===== config.mk =====
export PLATFORM = sky130hd
export DESIGN_NAME = pixel_window_ctrl
export DESIGN_NICKNAME = d
export VERILOG_FILES = /design/src/rtl/pixel_window_ctrl.sv
export SDC_FILE = /design/constraint.sdc
export NUM_CORES = 1
export LEC_CHECK = 0
export CORE_MARGIN = 2
export CORE_UTILIZATION = 35
export CTS_BUF_LIST = sky130_fd_sc_hd__clkbuf_4 sky130_fd_sc_hd__clkbuf_8 sky130_fd_sc_hd__clkbuf_16
export DETAILED_ROUTE_END_ITERATION = 8
export PLACE_DENSITY = 0.68
export RECOVER_POWER = 100
export SETUP_SLACK_MARGIN = 0.5
export SLEW_MARGIN = 20
export SYNTH_ARGS = -nofsm -noshare
export SYNTH_HDL_FRONTEND = slang
export SYNTH_SLANG_ARGS = --single-unit

===== constraint.sdc =====
create_clock -name clk -period 1.83 [get_ports clk]
set_clock_uncertainty 0.15 [all_clocks]
set_input_delay 0.2745 -clock clk [delete_from_list [all_inputs] [get_ports clk]]
set_output_delay 0.2745 -clock clk [all_outputs]
set_load 0.02 [all_outputs]

===== src/rtl/pixel_window_ctrl.sv =====
// Sequencer for the 4x4 pixel matrix: loads one block, then steps the four 3x3
// windows through the convolution handshake, counting blocks per frame.
module pixel_window_ctrl #(
    parameter int unsigned BLOCKS_PER_FRAME = 16,
    parameter int unsigned CNT_W            = 16
) (
    input  logic             clk,
    input  logic             rst,
    input  logic             block_valid,
    input  logic             conv_ready,
    input  logic             flush,
    output logic             block_ack,
    output logic             load_enable,
    output logic [2:0]       select,
    output logic             conv_valid,
    output logic             block_done,
    output logic             frame_done,
    output logic [CNT_W-1:0] block_cnt
);

    typedef enum logic [1:0] {
        S_IDLE,
        S_LOAD,
        S_WIN
    } state_t;

    localparam logic [CNT_W-1:0] LAST_BLK = CNT_W'(BLOCKS_PER_FRAME - 1);

    state_t           state_q, state_d;
    logic [2:0]       win_q, win_d;
    logic [CNT_W-1:0] cnt_q, cnt_d;
    logic             block_done_q, block_done_d;
    logic             frame_done_q, frame_done_d;

    always_comb begin
        state_d      = state_q;
        win_d        = win_q;
        cnt_d        = cnt_q;
        block_done_d = 1'b0;
        frame_done_d = 1'b0;

        case (state_q)
            S_IDLE: begin
                if (block_valid) begin
                    state_d = S_LOAD;
                end
            end
            S_LOAD: begin
                state_d = S_WIN;
                win_d   = 3'd1;
            end
            S_WIN: begin
                if (conv_ready) begin
                    if (win_q == 3'd4) begin
                        // final accept: block complete, chain straight into the next load
                        block_done_d = 1'b1;
                        win_d        = '0;
                        state_d      = block_valid ? S_LOAD : S_IDLE;
                        if (cnt_q == LAST_BLK) begin
                            cnt_d        = '0;
                            frame_done_d = 1'b1;
                        end else begin
                            cnt_d = cnt_q + CNT_W'(1);
                        end
                    end else begin
                        win_d = win_q + 3'd1;
                    end
                end
            end
            default: begin
                state_d = S_IDLE;
                win_d   = '0;
            end
        endcase

        // flush takes priority over a coincident final accept
        if (flush) begin
            state_d      = S_IDLE;
            win_d        = '0;
            cnt_d        = '0;
            block_done_d = 1'b0;
            frame_done_d = 1'b0;
        end
    end

    always_ff @(posedge clk) begin
        if (rst) begin
            state_q      <= S_IDLE;
            win_q        <= '0;
            cnt_q        <= '0;
            block_done_q <= 1'b0;
            frame_done_q <= 1'b0;
        end else begin
            state_q      <= state_d;
            win_q        <= win_d;
            cnt_q        <= cnt_d;
            block_done_q <= block_done_d;
            frame_done_q <= frame_done_d;
        end
    end

    assign load_enable = (state_q == S_LOAD);
    assign block_ack   = (state_q == S_LOAD);
    assign conv_valid  = (state_q == S_WIN);
    assign select      = (state_q == S_WIN) ? win_q : 3'd0;
    assign block_done  = block_done_q;
    assign frame_done  = frame_done_q;
    assign block_cnt   = cnt_q;

endmodule


==> results.md, run 1 <==
- Status: finished with violations
- Failing checks: setup timing
- Place WS: -0.276 ns
- Row count: 21
- DR vias: 1275
- Final cell count without fillers: 248
- Post-Place Cells: 233
- Clock transition at the registers of the reported paths: 0.13 ns
- Leak: 0.000870 uW
- Int Power: 643 uW
- Total I/O pin count: 29
- # hold bufs at CTS: 0
- GPL Wtd Cong: 0.818
- Unrepaired setup endpoints after global routing: yes
- DRC Markers: 0
- Commonest non-fill, non-tap cell in the layout: buf_6
- Most frequent cells in the layout: buf_6, buf_4, nor2_1, dfxtp_2
- Slowest-stage cell, CP: or4_4
- Die height: 62.5 microns
- Total Neg Setup Slack: -0.130 ns
- Initial core utilization: 36.2%
- Max_cap viols: 0
- Critical Path Fanout Max: 5
- Initial antenna violation count: 0
- Worst Path Arrival: 1.99 ns
- CTS Buf Count: 3
- Pwr dens: 400 mW/mm^2
- Final antenna diode count: 0
- Crit Path Class: register to register
- Clock power frac: 30.9%
- Aggregate global-route resource usage: 19.1%
- Slowest stage delay, CP: 0.51 ns
- Slew @ Worst Pin: 0.503 ns
- Pin count of the biggest net entering global routing: 13
- Setup violations, final: 3
- Hpwl dp: 2.31 mm
- Clock sinks: 23
- Post-Synthesis Cells: 139
- Combinational power share: 11.1%
- Initial DRC Count: 66
- Final #Nets: 216
- Total grt overflow: 0
- FMAX: 528 MHz
- CP Data Required Time: 1.93 ns
- Max-slew headroom: 66.2%
- Synthesized Nets: 152
- DRT Wirelength: 3.80 mm
- Final Cycle Share: 103%
- Pre-antenna DRT Iters: 4
- VDD IR max: 0.282 mV
- WL per Instance: 15.3 microns
- Switch share: 24.7%
- Clk buf depth: 2
- Seq/Total Area, Yosys: 38.4%
- Synthesis Warnings: 0
- CP Capture Type: register
- H-tree depth: 1
- Area grow syn2layout: 78.0%
- Core area: 0.00331 sq mm
- Final worst path period need: 1.89 ns
- Worst-Skew Late Latency: 0.32 ns
- Worst Setup Start Kind: register
- Count of unique library cells instantiated by Yosys: 33
- CP cell instances: inv_2, ha_4, nand4_4, or4_4, or3_1, a21oi_1
- Seq pwr share: 58.1%
- Number of global-route vias before repair: 1237
- PnR worst setup slack: -0.0635 ns
- CTS tree: done
- Port buffer count: 28
- First-pass GRT wire length: 6.00 mm
- ANT nets after route: 0
- Switching power total: 210 uW
- Hold Fails Final Rpt: 0
- Die span in x: 62.5 microns
- Root buf cell: clkbuf_4
- Worst Hold Class: register to register
- Avg Synthesized Cell Area: 8.62 sq um
- Fillers: 264
- Post-Syn Area: 0.00120 sq mm
- Register bit total from synthesis: 23
- Die ar.: 0.00391 sq mm
- Layout cells sized above 1: 56.4%
- Final Slew Violations: 0
- Routed vias/inst: 5.14
[power by group through the flow]
stage	clock, uW	combinational (uW)	sequential [uW]
2_1_floorplan	0	43.6	516
3_3_place_gp	0	69.7	515
3_5_place_dp	0	71.0	515
4_1_cts	269	88.7	504
5_1_grt	289	100	496
6_report	263	94.5	495
[metal layers]
layer | wire length (microns) | global-route usage (%) | vias up
met5 | 0 | 0 | -
met4 | 87 | 5.83 | 0
met1 | 1630 | 25.5 | 620
met2 | 1940 | 32.3 | 32
li1 | - | - | 612
met3 | 136 | 2.52 | 11
[state kept, by name (all words and copies together), names as in the netlist]
name        cells
block_cnt      16
win_q           3
state_q         2
block_done      1
frame_done      1
[critical path: cells and delay by family, from the launching register on]
kind	cells	cell delay (ns)
simple gates	3	0.94
flops	1	0.35
fa+ha+maj	1	0.17
compound gates	1	0.16
buf+inv	1	0.06
[timing repair]
| item | in CTS | in global routing |
|---|---|---|
| resized for setup | 181 | 22 |
| endpoints found under the setup margin | 46 | 42 |
| pin swaps | 9 | 6 |
| gates cloned | 1 | 0 |
| setup buffers | 5 | 5 |
[cell type report]
type	instances	area, sq um	area share (%)
Multi-Input combinational cell	107	931	43.6
Timing Repair Buffer	63	592	27.7
Tap cell	46	57.6	2.70
Inverter	5	23.8	1.11
Sequential cell	23	499	23.4
Clock buffer	4	30.0	1.41
[final timing paths]
kind            startpoint            end  slack, ns  cells past startpoint
min          block_cnt[15]  block_cnt[15]       0.38                      2
min reg2reg  block_cnt[15]  block_cnt[15]       0.38                      2
max             state_q[0]  block_cnt[15]      -0.06                      6
max reg2reg     state_q[0]  block_cnt[15]      -0.06                      6
[through the flow]
step	power, uW	instance area, sq um	hold WS [ns]	util (%)
2_1_floorplan	560	1260	0.307	-
3_3_place_gp	585	1750	0.344	52.9
3_5_place_dp	586	1750	0.348	52.9
4_1_cts	861	2040	0.344	61.7
5_1_grt	885	2130	0.400	64.4
6_report	853	2130	0.377	64.4
[cells by family (layout without fill, tap and decap cells)]
kind of cell	after synthesis	count (layout)	share of synthesized area, %
AND/OR/NAND/NOR	70	70	32.2
buffers and inverters	10	72	3.65
XOR/XNOR	12	12	8.77
flip-flops	23	23	38.4
AO/OA/AOI/OAI	13	14	6.16
multiplexers	3	3	2.51
adder cells (fa/ha/maj)	8	8	8.35
[synth_stat cells (all sizes together)]
cell    number  area, sq um
a21boi       1         7.51
ha           8          100
and2         3         18.8
or2          2         12.5
buf          3         17.5
and4         1         8.76
nor2        21         78.8
xor2         2         17.5
and3         1         6.26
clkbuf       2         7.51
dfxtp       23          460
nor3b        1         7.51
a31o         1         8.76
a21oi        7         35.0
nand2       10         37.5
xnor2       10         87.6
o21ai        3         15.0
mux2i        3         30.0
and4b        1         10.0
nand4b       1         8.76
nor4         6         37.5
inv          5         18.8
or3          2         12.5
or4          3         26.3
a21o         1         7.51
nand4        5         52.6
nand3        6         30.0
nor3         5         25.0
nor2b        2         12.5
(Power assumes the default switching activity.)
==> run 2, diff against run 1 <==
- RECOVER_POWER: 100 -> 50
- SKIP_LAST_GASP: not set -> 1
==> run 2 against run 1 <==
Against the previous run: the run still ends with setup timing left; count of clock-buffer cells in the layout is the same; first-iteration DRC count shrank 23%; die area is the same; global-route usage shrank 0.11 points; largest power group unchanged; critical endpoint unchanged; highest routed layer unchanged; worst setup slack lost 0.0070 ns; maximum frequency shrank 0.37%; combinational power shrank 1%; hold slack lost 0.0032 ns; non-clock buffer count grew 1.
==> results.md, run 2 (synthesized netlist as in run 1, its figures left out) <==
- Status: finished with violations
- Failing checks: setup timing
- Die ar.: 0.00391 sq mm (unchanged)
- Global routing's busiest layer: met2
- Worst-Skew Late Latency: 0.31 ns (about the same)
- Total Neg Setup Slack: -0.142 ns (-0.0121 ns)
- Aggregate global-route resource usage: 19.0% (-0.11 points)
- Multi-input logic area: 958 sq um (+3.0%)
- Final cell count without fillers: 249 (+0.40%)
- Crit Path Class: register to register
- Critical Path Fanout Max: 4 (-1)
- Slowest-stage cell, CP: or4_4
- Pwr dens: 393 mW/mm^2 (-1.7%)
- Utilization after layout: 65.3% (+0.83 points)
- Max FFs per register: 16 (unchanged)
- Fillers: 262 (-0.76%)
- Initial core utilization: 36.2% (unchanged)
- Post-Place Cells: 233 (unchanged)
- Total I/O pin count: 29 (unchanged)
- Final worst path period need: 1.90 ns (+0.00704 ns)
- Tot Pwr: 850 uW (-0.41%)
- DRT Wirelength: 3.84 mm (+1.1%)
- Final Slew Violations: 0 (unchanged)
- Commonest non-fill, non-tap cell in the layout: buf_6
- DR vias: 1285 (+0.78%)
- Area grow syn2layout: 80.3%
- Unrepaired setup endpoints after global routing: yes
- Leak: 0.000871 uW (+0.12%)
- Routed vias/inst: 5.16 (+0.38%)
- Slowest stage delay, CP: 0.52 ns (about the same)
- CTS tree: done
- Hold Fails Final Rpt: 0 (unchanged)
- Root buf cell: clkbuf_4
- Bufs and invs on worst path: 1 (unchanged)
- ANT nets after route: 0 (unchanged)
- Port buffer count: 28 (unchanged)
- FMAX: 526 MHz (-0.37%)
- Die height: 62.5 microns (unchanged)
- Slew @ Worst Pin: 0.497 ns (-0.00588 ns)
- VDD IR max: 0.275 mV (-2.6%)
- Clk buf depth: 2 (unchanged)
- Setup violations, final: 3 (unchanged)
- M2 GR Usage: 32.3% (unchanged)
- CP Data Required Time: 1.92 ns (about the same)
- Initial antenna violation count: 0 (unchanged)
- GPL Wtd Cong: 0.818 (unchanged)
- Clock sinks: 23 (unchanged)
- Most frequent cells in the layout: buf_6, buf_4, nor2_1, dfxtp_2, nand2_1
- Final #Nets: 217 (+0.46%)
- CP Capture Type: register
- Pre-antenna DRT Iters: 4 (unchanged)
- First-pass GRT wire length: 5.96 mm (-0.70%)
- Max-slew headroom: 66.6% (+0.40 points)
- DRC Markers: 0 (unchanged)
- Final Cycle Share: 104% (+0.38 points)
- CP cell instances: inv_1, ha_4, nand4_4, or4_4, or3_1, a21oi_1
- # hold bufs at CTS: 0 (unchanged)
- CTS Buf Count: 3 (unchanged)
- Layout cells sized above 1: 59.6% (+3.2 points)
- Die span in x: 62.5 microns (unchanged)
- Worst Hold Class: register to register
- Pin count of the biggest net entering global routing: 13 (unchanged)
- Max_cap viols: 0 (unchanged)
- Total grt overflow: 0 (unchanged)
- PnR worst setup slack: -0.0705 ns (-0.00704 ns)
- Worst Setup Start Kind: register
- Hpwl dp: 2.31 mm (unchanged)
- Core area: 0.00331 sq mm (unchanged)
- WL per Instance: 15.4 microns (+0.67%)
- Clock transition at the registers of the reported paths: 0.13 ns (about the same)
- Initial DRC Count: 51 (-23%)
- Row count: 21 (unchanged)
- Worst Path Arrival: 1.99 ns (about the same)
- Flip-flop and latch area: 497 sq um (-0.50%)
- M3 GR Usage: 2.52% (unchanged)
- Cell family with most CP delay: simple AND/OR/NAND/NOR gates
- H-tree depth: 1 (unchanged)
- Met1 Use GR: 25.1% (-0.34 points)
- Final antenna diode count: 0 (unchanged)
- Number of global-route vias before repair: 1234 (-0.24%)
[run 2: area by class of cell]
type	instances	share of cell area [%]
Multi-Input combinational cell	107	44.4
Tap cell	46	2.66
Timing Repair Buffer	64	27.6
Clock buffer	4	1.39
Inverter	5	0.984
Sequential cell	23	23.0
[run 2: final timing paths]
check                from       endpoint  cells past startpoint  slack [ns]
min reg2reg  block_cnt[1]   block_cnt[1]                      2        0.37
max reg2reg      win_q[1]  block_cnt[15]                      6       -0.07
max              win_q[1]  block_cnt[15]                      6       -0.07
min          block_cnt[1]   block_cnt[1]                      2        0.37
[run 2: per-stage QoR]
stage          setup slack (ns)  instance area, sq um  hold WS [ns]
6_report                -0.0705                  2160         0.373
5_1_grt                  -0.148                  2160         0.404
4_1_cts                 -0.0226                  2030         0.344
3_5_place_dp             -0.276                  1750         0.348
3_3_place_gp             -0.254                  1750         0.344
2_1_floorplan            -0.128                  1260         0.307
[run 2: power by group]
part	switching (uW)	total, uW	internal, uW
Combinational	45.6	93.1	47.6
Sequential	1.45	497	495
Clock	160	260	99.8
[run 2: worst register-to-register path, cell delays in order, from the launching register on]
cell and delay [ns]:
dfxtp_2 0.35, inv_1 0.09, ha_4 0.16, nand4_4 0.10
or4_4 0.52, or3_1 0.32, a21oi_1 0.16
[run 2: what timing repair did]
item                       CTS  global route
buffers inserted             5             6
setup endpoints to repair   46            42
pin swaps                    9            15
gates cloned                 1             0
resized for setup          174            33
[run 2: metal layers]
metal  routed length [microns]  vias up
met5                         0        -
met4                        78        0
met3                       183        8
met1                      1630      620
met2                      1950       40
li1                          -      617
==> run 3, diff against run 2 <==
- ABC_CLOCK_PERIOD_IN_PS: not set -> 1830
==> results of run 3 <==
Final layout, timing and power as in run 2 (identical DEF).
==> variant: new RTL, config.mk and constraints of run 3 <==
`CNT_W`: 16 -> 24.
--- a/src/rtl/pixel_window_ctrl.sv
+++ b/src/rtl/pixel_window_ctrl.sv
@@ -2,7 +2,7 @@
 // windows through the convolution handshake, counting blocks per frame.
 module pixel_window_ctrl #(
     parameter int unsigned BLOCKS_PER_FRAME = 16,
-    parameter int unsigned CNT_W            = 16
+    parameter int unsigned CNT_W            = 24
 ) (
     input  logic             clk,
     input  logic             rst,
Interface: changed (resized block_cnt); port bits go from 29 to 37. No check against the original RTL was run, so the function may have changed too.
==> variant against run 3 <==
- the flow still finishes with violations (negative setup slack)
- maximum frequency down 7.6%
- synthesized cell count up 41%
- total power up 67%
- sequential cell count up 8
- routed wire length up 33%
- design area up 41%
- setup slack worse by 0.16 ns
- area after synthesis up 41%
- via count up 47%
- critical path type unchanged
- largest power group is now clock
==> variant: results (changes against run 3) <==
.. list-table::
   :header-rows: 1

   * - Metric
     - Value
   * - Maximum level of the CTS H-tree
     - 2 (was 1)
   * - Failing checks
     - negative setup slack (unchanged)
   * - Setup violations, final
     - 19 (was 3)
   * - Maximum fanout count along the critical path
     - 8 (was 4)
   * - Terminus of the critical flop-to-flop path
     - block_cnt[12]$_SDFFE_PP0P_ (was block_cnt[15]$_SDFFE_PP0P_)
   * - Share of post-route cells with drive strength above 1
     - 58.3% (was 59.6%)
   * - Delay of the slowest cell on the worst path
     - 0.58 ns (was 0.52 ns)
   * - Setup crit start
     - win_q[0]$_SDFFE_PP0P_ (was win_q[1]$_SDFFE_PP0P_)
   * - Largest net degree at the start of global routing
     - 17 (was 13)
   * - Start point of the worst hold path
     - block_cnt[22]$_SDFFE_PP0P_ (was block_cnt[1]$_SDFFE_PP0P_)
   * - Vias in the first global route
     - 1812 (was 1234)
   * - Outcome
     - complete, but fails checks (unchanged)
   * - Vias per Instance
     - 5.41 (was 5.16)
   * - Post-detailed-placement half-perimeter wirelength
     - 3.48 mm (was 2.31 mm)
   * - Worst-margin pin slew
     - 0.314 ns (was 0.497 ns)
   * - Fraction of power spent switching nets
     - 22.4% (was 24.4%)
   * - Flip-flop count of the largest register after layout
     - 24 (was 16)
   * - Final-layout worst hold slack
     - 0.373 ns (about the same)
   * - Area contributors post-synth
     - dfxtp_1, ha_1, a211oi_1, nand4_1, nand2_1 (was dfxtp_1, ha_1, xnor2_1, nor2_1, nand2_1)
   * - Routed len/inst
     - 14.6 um (was 15.4 um)
   * - Routability Congestion
     - 0.806 (was 0.818)
   * - Sequential share of the synthesized area
     - 36.6% (was 38.4%)
   * - Placed Cells incl. Taps
     - 328 (was 233)
   * - Number of buffers created by CTS
     - 5 (was 3)
   * - Static leakage
     - 1.17 nW (was 0.871 nW)
   * - Endpoint with the worst hold slack
     - block_cnt[22]$_SDFFE_PP0P_ (was block_cnt[1]$_SDFFE_PP0P_)
   * - Setup slack after layout
     - -0.226 ns (was -0.0705 ns)
   * - Wire length of the first global-routing pass
     - 8.05 mm (was 5.96 mm)
   * - Post-Syn Nets
     - 209 (was 152)
   * - Avg Cell Area, Syn
     - 8.65 um^2 (was 8.62 um^2)
   * - GRT Total Usage
     - 19.4% (was 19.0%)
   * - Number of unique standard cell types used by synthesis
     - 37 (was 33)
   * - Final wirelength
     - 5.10 mm (was 3.84 mm)
   * - DR iter-0 viols
     - 82 (was 51)
## variant: cell types whose count changed in the layout (fill, tap and decap cells not counted), moves of 5 or more
cell,change
buf_4,+22
nor2_1,-7
nor3_2,+5
dfxtp_1,+5
nand4_1,+10
o31ai_1,+6
a211oi_1,+5
buf_6,+17
clkbuf_8,+5
a211oi_2,+7
dfxtp_4,+7
## variant: routing by layer
layer	part of all wire [%]	GRT usage, %	up-vias
li1	-	-	938
met1	43	21.8	910
met2	52	34.5	33
met3	3.4	3.70	8
met4	1.7	10.1	0
met5	0	0	-
## variant: kinds of logic after synthesis
kind of cell    share of synthesized area [%]
fa+ha+maj                                5.90
buf+inv                                  5.98
flops                                    36.6
xor+xnor                                 4.65
simple gates                             30.9
compound gates                           14.2
mux                                      1.77
## variant: area by class of cell
type                            count  area [um^2]
Clock buffer                        5         68.8
Clock inverter                      3         38.8
Fill cell                         369         1660
Sequential cell                    31          678
Inverter                            9         36.3
Multi-Input combinational cell    146         1230
Tap cell                           54         67.6
Timing Repair Buffer              101          913
## variant: power groups by stage
| stage | Clock [mW] | Combinational (mW) | Sequential (mW) |
|---|---|---|---|
| floorplan | 0 | 0.0469 | 0.680 |
| global placement | 0 | 0.0739 | 0.679 |
| detailed placement | 0 | 0.0752 | 0.679 |
| CTS | 0.676 | 0.0786 | 0.662 |
| global route | 0.715 | 0.0906 | 0.660 |
| finish | 0.671 | 0.0842 | 0.660 |
## variant: metrics by stage
stage                     area, um^2  setup WS [ns]
after floorplan                 1840         -0.256
after global placement          2590         -0.416
after detailed placement        2590         -0.465
after CTS                       2840         -0.114
after global routing            3040         -0.307
final                           3040         -0.226
## variant: what timing repair did
item	in CTS	in global routing
cloned	0	1
resized for setup	200	48
buffers inserted	4	8
setup endpoints to repair	62	56
pin swaps	5	13
